==> config.mk <==
export PLATFORM = sky130hd
export DESIGN_NAME = id_issue_sb
export DESIGN_NICKNAME = d
export VERILOG_FILES = /design/src/rtl/id_issue_sb.sv
export SDC_FILE = /design/constraint.sdc
export NUM_CORES = 1
export LEC_CHECK = 0
export CORE_UTILIZATION = 65
export CTS_BUF_LIST = sky130_fd_sc_hd__clkbuf_2 sky130_fd_sc_hd__clkbuf_4 sky130_fd_sc_hd__clkbuf_8
export DETAILED_ROUTE_END_ITERATION = 12
export PLACE_DENSITY = 0.87
export SETUP_SLACK_MARGIN = 0.1
export SKIP_CTS_REPAIR_TIMING = 1
export SLEW_MARGIN = 25
export SYNTH_ARGS = -nofsm -noshare
export SYNTH_HDL_FRONTEND = slang
export SYNTH_SLANG_ARGS = --single-unit
==> constraint.sdc <==
create_clock -name clk -period 9.9 [get_ports clk]
set_input_delay 2.97 -clock clk [delete_from_list [all_inputs] [get_ports clk]]
set_output_delay 2.97 -clock clk [all_outputs]
set_load 0.05 [all_outputs]
==> src/rtl/id_issue_sb.sv <==
// rtl/id_issue_sb.sv - decode/issue stage with per-register pending-write counters and ID/EX slot
module id_issue_sb #(
  parameter int                DATA_W    = 16,
  parameter int                NREGS     = 16,
  parameter int                SP_IDX    = 15,
  parameter logic [DATA_W-1:0] SP_RESET  = 16'hFFFF,
  parameter int                MAX_INFL  = 3,
  parameter bit                BYPASS    = 1'b1,
  parameter logic [15:0]       WR_MASK   = 16'h00FF,
  parameter logic [15:0]       RT_MASK   = 16'h000F,
  parameter logic [15:0]       SRC2_RD   = 16'h0100,
  parameter logic [15:0]       IMM8_MASK = 16'h00F0
) (
  input  logic              clk,
  input  logic              rst,
  input  logic              in_valid,
  output logic              in_ready,
  input  logic [15:0]       in_inst,
  input  logic [DATA_W-1:0] in_pc,
  input  logic              flush,
  input  logic              wb_en,
  input  logic [3:0]        wb_reg,
  input  logic [DATA_W-1:0] wb_data,
  output logic              out_valid,
  input  logic              out_ready,
  output logic [3:0]        out_op,
  output logic [3:0]        out_rd,
  output logic              out_wr_en,
  output logic [DATA_W-1:0] out_src1,
  output logic [DATA_W-1:0] out_src2,
  output logic [DATA_W-1:0] out_imm,
  output logic [DATA_W-1:0] out_pc,
  output logic              hazard,
  output logic [15:0]       stall_cnt
);
  localparam int RA_W = $clog2(NREGS);
  localparam int CW   = $clog2(MAX_INFL + 1);

  logic [DATA_W-1:0] regs    [NREGS];
  logic [CW-1:0]     cnt     [NREGS];
  logic [CW-1:0]     cnt_nxt [NREGS];

  logic [3:0]        op, rd, rs, rt, s2;
  logic              wr, src2_used, full, fire;
  logic [DATA_W-1:0] src1_val, src2_val, imm_val;
  logic [CW:0]       up, dn;

  function automatic logic in_range(input logic [3:0] f);
    return {28'd0, f} < 32'(NREGS);
  endfunction

  // A write-back retiring the last outstanding write releases the register this cycle.
  function automatic logic pend(input logic [3:0] f);
    logic [RA_W-1:0] i;
    i = f[RA_W-1:0];
    return in_range(f) && (cnt[i] != '0) &&
           !(BYPASS && wb_en && (wb_reg == f) && (cnt[i] == CW'(1)));
  endfunction

  function automatic logic [DATA_W-1:0] read_reg(input logic [3:0] f);
    if (!in_range(f)) return '0;
    if (BYPASS && wb_en && (wb_reg == f)) return wb_data;
    return regs[f[RA_W-1:0]];
  endfunction

  assign op        = in_inst[15:12];
  assign rd        = in_inst[11:8];
  assign rs        = in_inst[7:4];
  assign rt        = in_inst[3:0];
  assign wr        = WR_MASK[op];
  assign src2_used = SRC2_RD[op] | RT_MASK[op];
  assign s2        = SRC2_RD[op] ? rd : rt;

  assign hazard   = in_valid & (pend(rs) | (src2_used & pend(s2)));
  assign full     = wr & in_range(rd) & (cnt[rd[RA_W-1:0]] == CW'(MAX_INFL));
  assign in_ready = rst & ~hazard & ~full & ~flush & (~out_valid | out_ready);
  assign fire     = in_valid & in_ready;

  assign src1_val = read_reg(rs);
  assign src2_val = src2_used ? read_reg(s2) : '0;
  assign imm_val  = IMM8_MASK[op] ? {{(DATA_W-8){in_inst[7]}}, in_inst[7:0]}
                                  : {{(DATA_W-4){in_inst[3]}}, in_inst[3:0]};

  // Issue, write-back and flush-undo can all hit one register in the same cycle.
  always_comb begin
    up = '0;
    dn = '0;
    for (int r = 0; r < NREGS; r++) begin
      up = {1'b0, cnt[r]} + (CW+1)'(fire & wr & (rd == 4'(r)));
      dn = (CW+1)'(wb_en & (wb_reg == 4'(r)) & (cnt[r] != '0))
         + (CW+1)'(flush & out_valid & out_wr_en & (out_rd == 4'(r)));
      cnt_nxt[r] = (up > dn) ? CW'(up - dn) : '0;
    end
  end

  always_ff @(posedge clk) begin
    if (!rst) begin
      for (int r = 0; r < NREGS; r++) begin
        regs[r] <= (r == SP_IDX) ? SP_RESET : '0;
        cnt[r]  <= '0;
      end
      out_valid <= 1'b0;
      out_op    <= '0;
      out_rd    <= '0;
      out_wr_en <= 1'b0;
      out_src1  <= '0;
      out_src2  <= '0;
      out_imm   <= '0;
      out_pc    <= '0;
      stall_cnt <= '0;
    end else begin
      if (wb_en && in_range(wb_reg)) regs[wb_reg[RA_W-1:0]] <= wb_data;
      for (int r = 0; r < NREGS; r++) cnt[r] <= cnt_nxt[r];
      if (fire) begin
        out_valid <= 1'b1;
        out_op    <= op;
        out_rd    <= rd;
        out_wr_en <= wr;
        out_src1  <= src1_val;
        out_src2  <= src2_val;
        out_imm   <= imm_val;
        out_pc    <= in_pc;
      end else if (out_ready || flush) begin
        out_valid <= 1'b0;
      end
      if (in_valid && !in_ready && (stall_cnt != 16'hFFFF)) stall_cnt <= stall_cnt + 16'd1;
    end
  end
endmodule

# Yosys cells after proc, flatten, opt, wreduce, memory -nomap -nowiden
# Memory sizes are Yosys's and may differ from the RTL's. A register that Yosys moved wholly into a read port is not among the register bits.
# Cells that the tools add are included.
[word_totals]
ff_bits = 74
latch_bits = 0
ram_bits = 288
mem_bits_ro = 64
input_bits = 58
wordCells = 317
mem_count = 6
[classes]
n_addsub = 49
multipliers = 0
div = 0
order_cmp = 17
n_eq_ne = 51
shift = 0
muxes = 52
bitwise = 98
reduce_logical = 36
[memory_table]
columns = ["name", "words", "word_bits", "rd", "rd_clocked_by_memory_dff", "wr", "line_no", "source"]
rows = [
  ["regs", 16, 16, 2, 1, 16, "39", "logic [DATA_W-1:0] regs [NREGS];"],
  ["cnt", 16, 2, 19, 0, 16, "40", "logic [CW-1:0] cnt [NREGS];"],
  ["(no name shown)", 16, 1, 1, 0, 0, "81", "assign imm_val = IMM8_MASK[op] ? {{(DATA_W-8){in_inst[7]}}, in_inst[7:0]}"],
  ["(no name shown)", 16, 1, 1, 0, 0, "72", "assign s2 = SRC2_RD[op] ? rd : rt;"],
  ["(no name shown)", 16, 1, 1, 0, 0, "71", "assign src2_used = SRC2_RD[op] | RT_MASK[op];"],
  ["(no name shown)", 16, 1, 1, 0, 0, "70", "assign wr = WR_MASK[op];"],
]
[ops]
columns = ["cell", "count"]
rows = [
  ["4-bit equality test (second input constant)", 24],
  ["3-bit by 1-bit bitwise AND with 3-bit output", 30],
  ["16-bit two-way mux", 5],
  ["2-bit two-way mux", 32],
  ["4-bit by 3-bit equality test with 1-bit output (second input constant)", 12],
  ["1-bit by 3-bit adder with 3-bit output", 15],
  ["2-bit by 3-bit adder with 3-bit output", 15],
  ["1-bit bitwise AND", 45],
  ["3-bit greater-than comparator", 15],
  ["2-bit nonzero test", 19],
  ["2-bit subtractor", 16],
  ["4-bit by 2-bit equality test with 1-bit output (second input constant)", 6],
  ["1-bit OR", 19],
  ["16-bit by 1-bit adder with 16-bit output (second input constant)", 1],
  ["16-bit != test (second input constant)", 1],
  ["16-bit OR reduction", 1],
  ["1-bit two-way mux", 13],
  ["4-bit by 1-bit equality test with 1-bit output (second input constant)", 3],
  ["4-bit logical NOT", 3],
  ["4-bit equality test", 2],
  ["1-bit logical AND", 8],
  ["4-bit two-way mux", 2],
  ["4-bit by 5-bit less-than comparator with 1-bit output (second input constant)", 1],
  ["2-bit by 1-bit equality test with 1-bit output (second input constant)", 2],
  ["other kinds (7)", 13],
]

# Logic depth before layout (Yosys ltp)
# Gate-level depths: netlist of run 1.
[depth]
ltp_word = 23
depth_mapped = 19

# Least setup slack after synthesis of run 1
# No wires, ideal clock.
[synth_path]
kind = "input to output"
start = "input port in_inst[14]"
end = "output port in_ready"
arrival_ps = 5882
t_required_ps = 6930
setup_slack_ps = 1048
cell_stages = 10
path_cell_list = "buf_6 or4b_4 buf_6 mux2i_4 a211oi_1 a2111oi_4 a22o_1 a31o_2 and2_1 nor2_1"
[synth_via]
elab_chain_cells = 16
elab_cells_between_ends = 26
cone_classes = "2 x eq/ne; 4 x mux; 11 x bitwise; 5 x reduce/logical; 4 x memory"
[synth_rtl]
columns = ["element", "line_no", "source"]
rows = [
  ["start, declared", "18", "input logic [15:0] in_inst,"],
  ["memory read 16 x 1 bit", "n/a", ""],
  ["1-bit two-way mux (not written as such)", "72", ""],
  ["4-bit two-way mux", "72", ""],
  ["memory read 16 x 2 bit / 4-bit equality test (equally long branches)", "n/a", ""],
  ["2-bit by 1-bit equality test with 1-bit output / 1-bit logical AND (equally long branches)", "57", "!(BYPASS && wb_en && (wb_reg == f) && (cnt[i] == CW'(1)));"],
  ["1-bit logical AND", "57", ""],
  ["1-bit logical NOT", "57", ""],
  ["1-bit logical AND", "56", "return in_range(f) && (cnt[i] != '0) &&"],
  ["1-bit bitwise AND *", "74", "assign hazard = in_valid & (pend(rs) | (src2_used & pend(s2)));"],
  ["1-bit OR *", "74", ""],
  ["1-bit bitwise AND *", "74", ""],
  ["via hazard", "33", "output logic hazard,"],
  ["1-bit NOT *", "76", "assign in_ready = rst & ~hazard & ~full & ~flush & (~out_valid | out_ready);"],
  ["1-bit bitwise AND * (4 in a row)", "76", ""],
  ["end, declared", "17", "output logic in_ready,"],
]
# The timed path passes the listed nets; every way through them passes the cells marked *. The select of a mux whose other input is x is not followed.

# Worst setup path in the final report of run 1
[layout_path]
start = "input port in_inst[15]"
end = "output port in_ready"
[layout_via]
elab_chain_cells = 16
elab_cells_between_ends = 26
cone_classes = "2 x eq/ne; 4 x mux; 11 x bitwise; 5 x reduce/logical; 4 x memory"
[layout_rtl]
columns = ["element", "line_no"]
rows = [
  ["memory read 16 x 1 bit", "n/a"],
  ["1-bit two-way mux (not written as such)", "72"],
  ["4-bit two-way mux", "72"],
  ["memory read 16 x 2 bit / 4-bit equality test (equally long branches)", "n/a"],
  ["2-bit by 1-bit equality test with 1-bit output / 1-bit logical AND (equally long branches)", "57"],
  ["1-bit logical AND", "57"],
  ["1-bit logical NOT", "57"],
  ["1-bit logical AND", "56"],
  ["1-bit bitwise AND", "74"],
  ["1-bit OR", "74"],
  ["1-bit bitwise AND", "74"],
  ["1-bit NOT", "76"],
  ["1-bit bitwise AND", "76"],
  ["1-bit bitwise AND * (3 in a row)", "76"],
]
# Every way passes the cells marked *; elsewhere a longest branch is shown, timed or not. The select of a mux whose other input is x is not followed.

==> results of run 1 <==
[power groups by stage]
stage	logic (W)	clock network (W)	registers, W
after floorplan	0.000285	0	0.00184
final	0.000522	0.00143	0.00178
after global routing	0.000548	0.00149	0.00179
after detailed placement	0.000504	0	0.00181
after CTS	0.000508	0.00143	0.00178
after global placement	0.000491	0	0.00180
[through the flow]
step	total power [W]	util	cells	setup slack (ns)	instance area, sq um
6_report	0.003733	0.7541	2701	0.8110	24530
5_1_grt	0.003824	0.7540	2700	0.6419	24530
4_1_cts	0.003711	0.7537	2699	0.8243	24520
3_5_place_dp	0.002312	0.7143	2590	0.8312	23240
3_3_place_gp	0.002292	0.7139	2590	0.8241	23230
2_1_floorplan	0.002122	-	2126	1.048	21510
[registers in the layout (all words and copies together), names as in the netlist]
register,count
out_src2,16
out_pc,16
out_valid,1
out_src1,16
out_rd,4
regs,256
cnt,32
out_imm,8
out_op,4
out_wr_en,1
stall_cnt,16
[metal layers]
| metal | wire length [microns] | vias to the layer above | track usage |
|---|---|---|---|
| li1 | - | 7818 | - |
| met1 | 22930 | 8520 | 0.4934 |
| met2 | 28860 | 1349 | 0.5915 |
| met3 | 9075 | 286 | 0.1074 |
| met4 | 2876 | 2 | 0.1763 |
| met5 | 10 | - | 0 |
[synthesized netlist by cell type (all sizes together) (43+ instances only)]
| library cell | count |
|---|---|
| clkbuf | 132 |
| dfxtp | 114 |
| ha | 65 |
| mux4 | 85 |
| and2 | 246 |
| nor2 | 105 |
| nand2 | 340 |
| o21ai | 98 |
| a211oi | 52 |
| a21oi | 55 |
| nor3 | 43 |
| nand3 | 132 |
| inv | 44 |
| edfxtp | 256 |
[logic make-up after synthesis]
| family | count (synthesis) | synth area share |
|---|---|---|
| AOI/OAI and AO/OA | 283 | 0.08527 |
| xor gates and xnor gates | 10 | 0.004071 |
| adders and majority gates | 81 | 0.05270 |
| buffers and inverters | 215 | 0.04089 |
| DFF | 370 | 0.4635 |
| muxes | 129 | 0.1105 |
| and+or+nand+nor | 1038 | 0.2431 |
[worst min-delay path, stage by stage, from the launching register on]
cell and delay, ns:
dfxtp_1 0.31, nand2_1 0.05, o21ai_1 0.05
[layout make-up]
| type | instances | area share |
|---|---|---|
| multi-input combinational | 1541 | 0.4381 |
| inverter | 44 | 0.006732 |
| tap | 442 | 0.02254 |
| clock inverter | 29 | 0.01147 |
| clock buffer | 80 | 0.04080 |
| antenna | 2 | 0.0002040 |
| timing repair buffer | 193 | 0.07384 |
| sequential | 370 | 0.4063 |
[how the worst min path moves through the flow]
stage,from,end,slack [ns],depth (start not counted)
floorplan,out_src2[10]$_SDFFE_PN0N_,out_src2[10]$_SDFFE_PN0N_,0.67,2
global placement,out_src2[10]$_SDFFE_PN0N_,out_src2[10]$_SDFFE_PN0N_,0.44,2
detailed placement,out_src2[10]$_SDFFE_PN0N_,out_src2[10]$_SDFFE_PN0N_,0.44,2
CTS,out_src2[10]$_SDFFE_PN0N_,out_src2[10]$_SDFFE_PN0N_,0.45,2
global route,out_src2[13]$_SDFFE_PN0N_,out_src2[13]$_SDFFE_PN0N_,0.47,2
finish,out_src2[10]$_SDFFE_PN0N_,out_src2[10]$_SDFFE_PN0N_,0.45,2
[cell usage in the layout, fill, tap and decap left out, types with 25 or more instances in the layout]
cell type	instances
edfxtp_1	256
nand4_1	34
clkdlybuf4s50_1	143
nand3_1	132
mux2i_1	37
a21oi_1	55
and2_1	246
nand2_1	340
dfxtp_1	114
nor2b_1	25
o21ai_0	80
ha_1	65
nand2b_1	39
inv_1	43
nor2_1	97
nor3_1	42
clkbuf_8	64
mux4_2	85
buf_4	46
a211oi_1	52
==> run_results.csv, run 1 <==
group,metric,value,unit
status,status,"completed",
sta,hold_slack,0.4497,ns
critical_path,r2r_slack,5.66,ns
place,place_hpwl,40620,microns
critical_path,critPathCaptureType,"output pin",
power,seq_power_share,0.477,
critical_path,r2r_end,"cnt[10][1]$_SDFF_PP0_",
critical_path,start_kind,"input port",
sta,finalHoldViolCount,0,
clock_tree,clock_sinks,370,
finish,num-fill-cells,2148,
drt,final_antenna_net_count,0,
place,place.port_buffers,149,
sta,setup_viol,0,
global_routing,grt_use_total,0.3799,
critical_path,endpoint,"in_ready",
power,p_int,0.002704,W
drt,wirelength,63760,microns
critical_path,crit_fanout,17,
synthesis,synth_top_area_frac,0.3574,
synthesis,synth_fp_nets,2265,
synthesis,syn_avg_cell_area,10.12,sq um
worst_hold_path,hold_class,"register to register",
synthesis,synth.cell_area,21510,sq um
synthesis,yosys.area.top_type,"edfxtp_1",
clock_tree,numCtsBuffers,58,
global_routing,antenna_found_initial,3,
critical_path,path_class,"input port to output pin",
sta,period_needed,9.089,ns
floorplanning,die_y,183.9,microns
synthesis,ys.flop_type,"edfxtp_1",
finish,syn_to_final_growth,14.06,%
synthesis,ys_seq_area_frac,0.4635,
global_routing,grt_overflow,0,
critical_path,critPathLaunch,"in_inst[15]",
critical_path,slowest_delay,0.63,ns
sta,setup-tns-final,0,ns
clock_tree,clockBufferDepth,3,
sta,relSlewSlack,0.2951,
floorplanning,initial_core_util,0.6611,
critical_path,critPathTopFamily,"simple AND/OR/NAND/NOR gates",
global_routing,grt_max_degree,84,
clock_tree,path_clk_slew,0.06,ns
floorplanning,die_area,33820,sq um
floorplanning,core,32540,sq um
critical_path,required,6.93,ns
synthesis,synthTopCellsByArea,"edfxtp_1 (36%), dfxtp_1 (11%), mux4_2 (8.9%)",
sta,fin_crit_sh,0.9181,
critical_path,worst_r2r_startpoint,"cnt[5][1]$_SDFF_PP0_",
synthesis,synthCells,2126,
drt,drc,0,
power,p_sw,0.001029,W
clock_tree,tritoncts,"built",
synthesis,ys_ff_latch,370,
clock_tree,cts_root_buf,"clkbuf_8",
global_routing,grt_pass1_wl,97210,microns
critical_path,worstPathCellList,"clkdlybuf4s50_1 > buf_4 > or4b_4 > mux2_2 > a211oi_1 > a2111oi_4 > a22o_1 > a31o_2 > and2_1 > nor2_1 > buf_12",
critical_path,crit_path_top_delay_cell,"or4b_4",
finish,nets,2347,
power,vdd_drop_max,0.0001055,V
sta,tightestPinTransition,1.054,ns
synthesis,yosys_warnings,0,
sta,slew_viol_final,0,
critical_path,critPathBufInv,3,
critical_path,cp.depth,11,
critical_path,worst_r2r_path_depth,13,
global_routing,grt_pass1_vias,17570,
floorplanning,ios,150,
finish,seq_area,9970,sq um
synthesis,synth_edf_count,256,
power,p_per_area,152.1,nW/um^2
synthesis,async_reset_ff_frac,0,
place,gp_congestion,0.9412,
synthesis,yosysUniqueCellTypes,65,
drt,drt_iter0_drc,2447,
power,clkPwrFrac,0.383,
floorplanning,rows,66,
floorplanning,dieWidth,183.9,microns
clock_tree,clkLatencyLatePin,0.65,ns
clock_tree,htreeDepth,2,
drt,wl_per_cell,23.61,microns
power,pwr-share-comb,0.140,
finish,drive_above_1_share,0.1161,
flow_run,cap_viol_max_count,0,
critical_path,arrival,6.12,ns
sta,fin_skew,0.02571,ns
power,power_leakage,8.931,nW
finish,multi_input_area,10750,sq um
drt,vias,17980,
sta,rsz0062_at_grt,"false",
sta,timing.fmax,0.1100,GHz
power,switching_share,0.2757,
drt,viasPerCell,6.655,
drt,dr.pass1.iters,6,
(Power assumes the default switching activity.)
==> run 2, diff against run 1 <==
--- a/config.mk
+++ b/config.mk
@@ -11,7 +11,6 @@
 export PLACE_DENSITY = 0.87
 export SETUP_SLACK_MARGIN = 0.1
 export SKIP_CTS_REPAIR_TIMING = 1
-export SLEW_MARGIN = 25
 export SYNTH_ARGS = -nofsm -noshare
 export SYNTH_HDL_FRONTEND = slang
 export SYNTH_SLANG_ARGS = --single-unit
==> run 2 against run 1 <==
Clock power decreased by 4%. Clock skew increased by 0.0076 ns. Maximum frequency is essentially flat. Sequential power barely moved. Utilization fell by 0.22 points. First-iteration DRC count is 2.9% higher.
==> run_results.csv, run 2 (synthesis results as in run 1) <==
group,metric,value,unit
sta,timing.fmax,0.1100,GHz
drt,drc,0,
place,placed_cell_area,23230,sq um
critical_path,start_kind,"input port",
clock_tree,clock_sinks,370,
clock_tree,cts_root_buf,"clkbuf_8",
finish,mostFrequentLayoutCells,"nand2_1 (340), edfxtp_1 (256), and2_1 (246)",
critical_path,critPathTopFamily,"buffers and inverters",
sta,slew_viol_final,0,
sta,period_needed,9.092,ns
place,place_hpwl,40610,microns
critical_path,crit_path_top_delay_cell,"clkdlybuf4s50_1",
clock_tree,path_clk_slew,0.06,ns
floorplanning,ios,150,
flow_run,cap_viol_max_count,0,
finish,final_common_cell,"nand2_1",
drt,drt_iter0_drc,2517,
finish,seq_area,9970,sq um
drt,vias,17950,
clock_tree,tritoncts,"built",
power,pwr-share-comb,0.142,
sta,fin_skew,0.03327,ns
global_routing,grt_pass1_wl,96440,microns
sta,setup-tns-final,0,ns
power,power_leakage,8.909,nW
finish,multi_input_area,10730,sq um
critical_path,arrival,6.12,ns
floorplanning,die_area,33820,sq um
floorplanning,die_y,183.9,microns
sta,relSlewSlack,0.07900,
drt,viasPerCell,6.649,
power,vdd_drop_max,0.0001195,V
clock_tree,numCtsBuffers,58,
place,gp_congestion,0.9412,
critical_path,path_class,"input port to output pin",
sta,tightestPinTransition,1.376,ns
power,clkPwrFrac,0.373,
power,p_per_area,150.0,nW/um^2
critical_path,required,6.93,ns
sta,hold_slack,0.4480,ns
clock_tree,clkLatencyLatePin,0.65,ns
finish,regMostFlops,"regs",
finish,top_regs,"regs: 256 flops, cnt: 32 flops",
critical_path,crit_fanout,12,
global_routing,grt_overflow,0,
drt,wl_per_cell,23.47,microns
finish,syn_to_final_growth,13.73,%
critical_path,critPathBufInv,2,
finish,nets,2347,
power,p_int,0.002650,W
worst_hold_path,hold_class,"register to register",
floorplanning,rows,66,
sta,rsz0062_at_grt,"false",
floorplanning,dieWidth,183.9,microns
drt,dr.pass1.iters,7,
sta,finalHoldViolCount,0,
global_routing,grt_use_total,0.3766,
floorplanning,core,32540,sq um
finish,drive_above_1_share,0.1125,
sta,setup_viol,0,
finish,final_util,0.7519,
global_routing,grt_pass1_vias,17500,
global_routing,antenna_found_initial,1,
clock_tree,clockBufferDepth,3,
global_routing,grt_max_degree,84,
status,status,"completed",
power,p_sw,0.001020,W
place,place.port_buffers,149,
floorplanning,initial_core_util,0.6611,
power,seq_power_share,0.485,
finish,num-fill-cells,2183,
critical_path,critPathCaptureType,"output pin",
finish,largest_register_ffs,256,
drt,wirelength,63370,microns
critical_path,slowest_delay,0.98,ns
clock_tree,htreeDepth,2,
finish,final_cell_area,24460,sq um
drt,final_antenna_net_count,0,
critical_path,worstPathCellList,"clkdlybuf4s50_1 > mux4_2 > mux2_2 > nor3_1 > nor2b_1 > a21o_1 > a31o_2 > and2_1 > nor2_1 > buf_12",
sta,fin_crit_sh,0.9184,
power,switching_share,0.2778,
run 2: path summary, 6_finish.rpt:
| path | start | end | slack (ns) | depth (start not counted) |
|---|---|---|---|---|
| worst max register to register | cnt[6][1]$_SDFF_PP0_ | cnt[10][1]$_SDFF_PP0_ | 5.62 | 13 |
| worst max-delay path | in_inst[0] | in_ready | 0.81 | 10 |
| worst min-delay path | out_src2[10]$_SDFFE_PN0N_ | out_src2[10]$_SDFFE_PN0N_ | 0.45 | 2 |
| worst min register to register | out_src2[10]$_SDFFE_PN0N_ | out_src2[10]$_SDFFE_PN0N_ | 0.45 | 2 |
run 2: metrics by stage:
stage	std cells	total power, W	worst slack, ns
6_report	2700	0.003670	0.8078
5_1_grt	2699	0.003762	0.6249
4_1_cts	2699	0.003651	0.8223
3_5_place_dp	2590	0.002311	0.8285
3_3_place_gp	2590	0.002292	0.8241
2_1_floorplan	2126	0.002122	1.048
run 2: power groups by stage:
stage          Clock, W  Combinational, W  Sequential, W
6_report        0.00137          0.000521        0.00178
5_1_grt         0.00143          0.000545        0.00179
4_1_cts         0.00137          0.000506        0.00178
3_5_place_dp          0          0.000503        0.00181
3_3_place_gp          0          0.000491        0.00180
2_1_floorplan         0          0.000285        0.00184
run 2: layout make-up:
class | count | share of cell area
multi-input combinational | 1541 | 0.4386
sequential | 370 | 0.4075
timing repair buffer | 193 | 0.07406
clock buffer | 85 | 0.04296
tap | 442 | 0.02261
clock inverter | 24 | 0.007416
inverter | 44 | 0.006751
antenna | 1 | 0.0001023
run 2: routing by layer:
metal	vias to the layer above	part of all wire	GRT usage
met3	261	0.14	0.1030
met2	1423	0.46	0.5935
met4	2	0.040	0.1560
li1	7819	-	-
met1	8447	0.36	0.4927
met5	-	0.00013	0
run 2: worst min-delay path, cell delays in order (launching register included):
cell     delay (ns)
dfxtp_1        0.31
nand2_1        0.05
o21ai_1        0.05
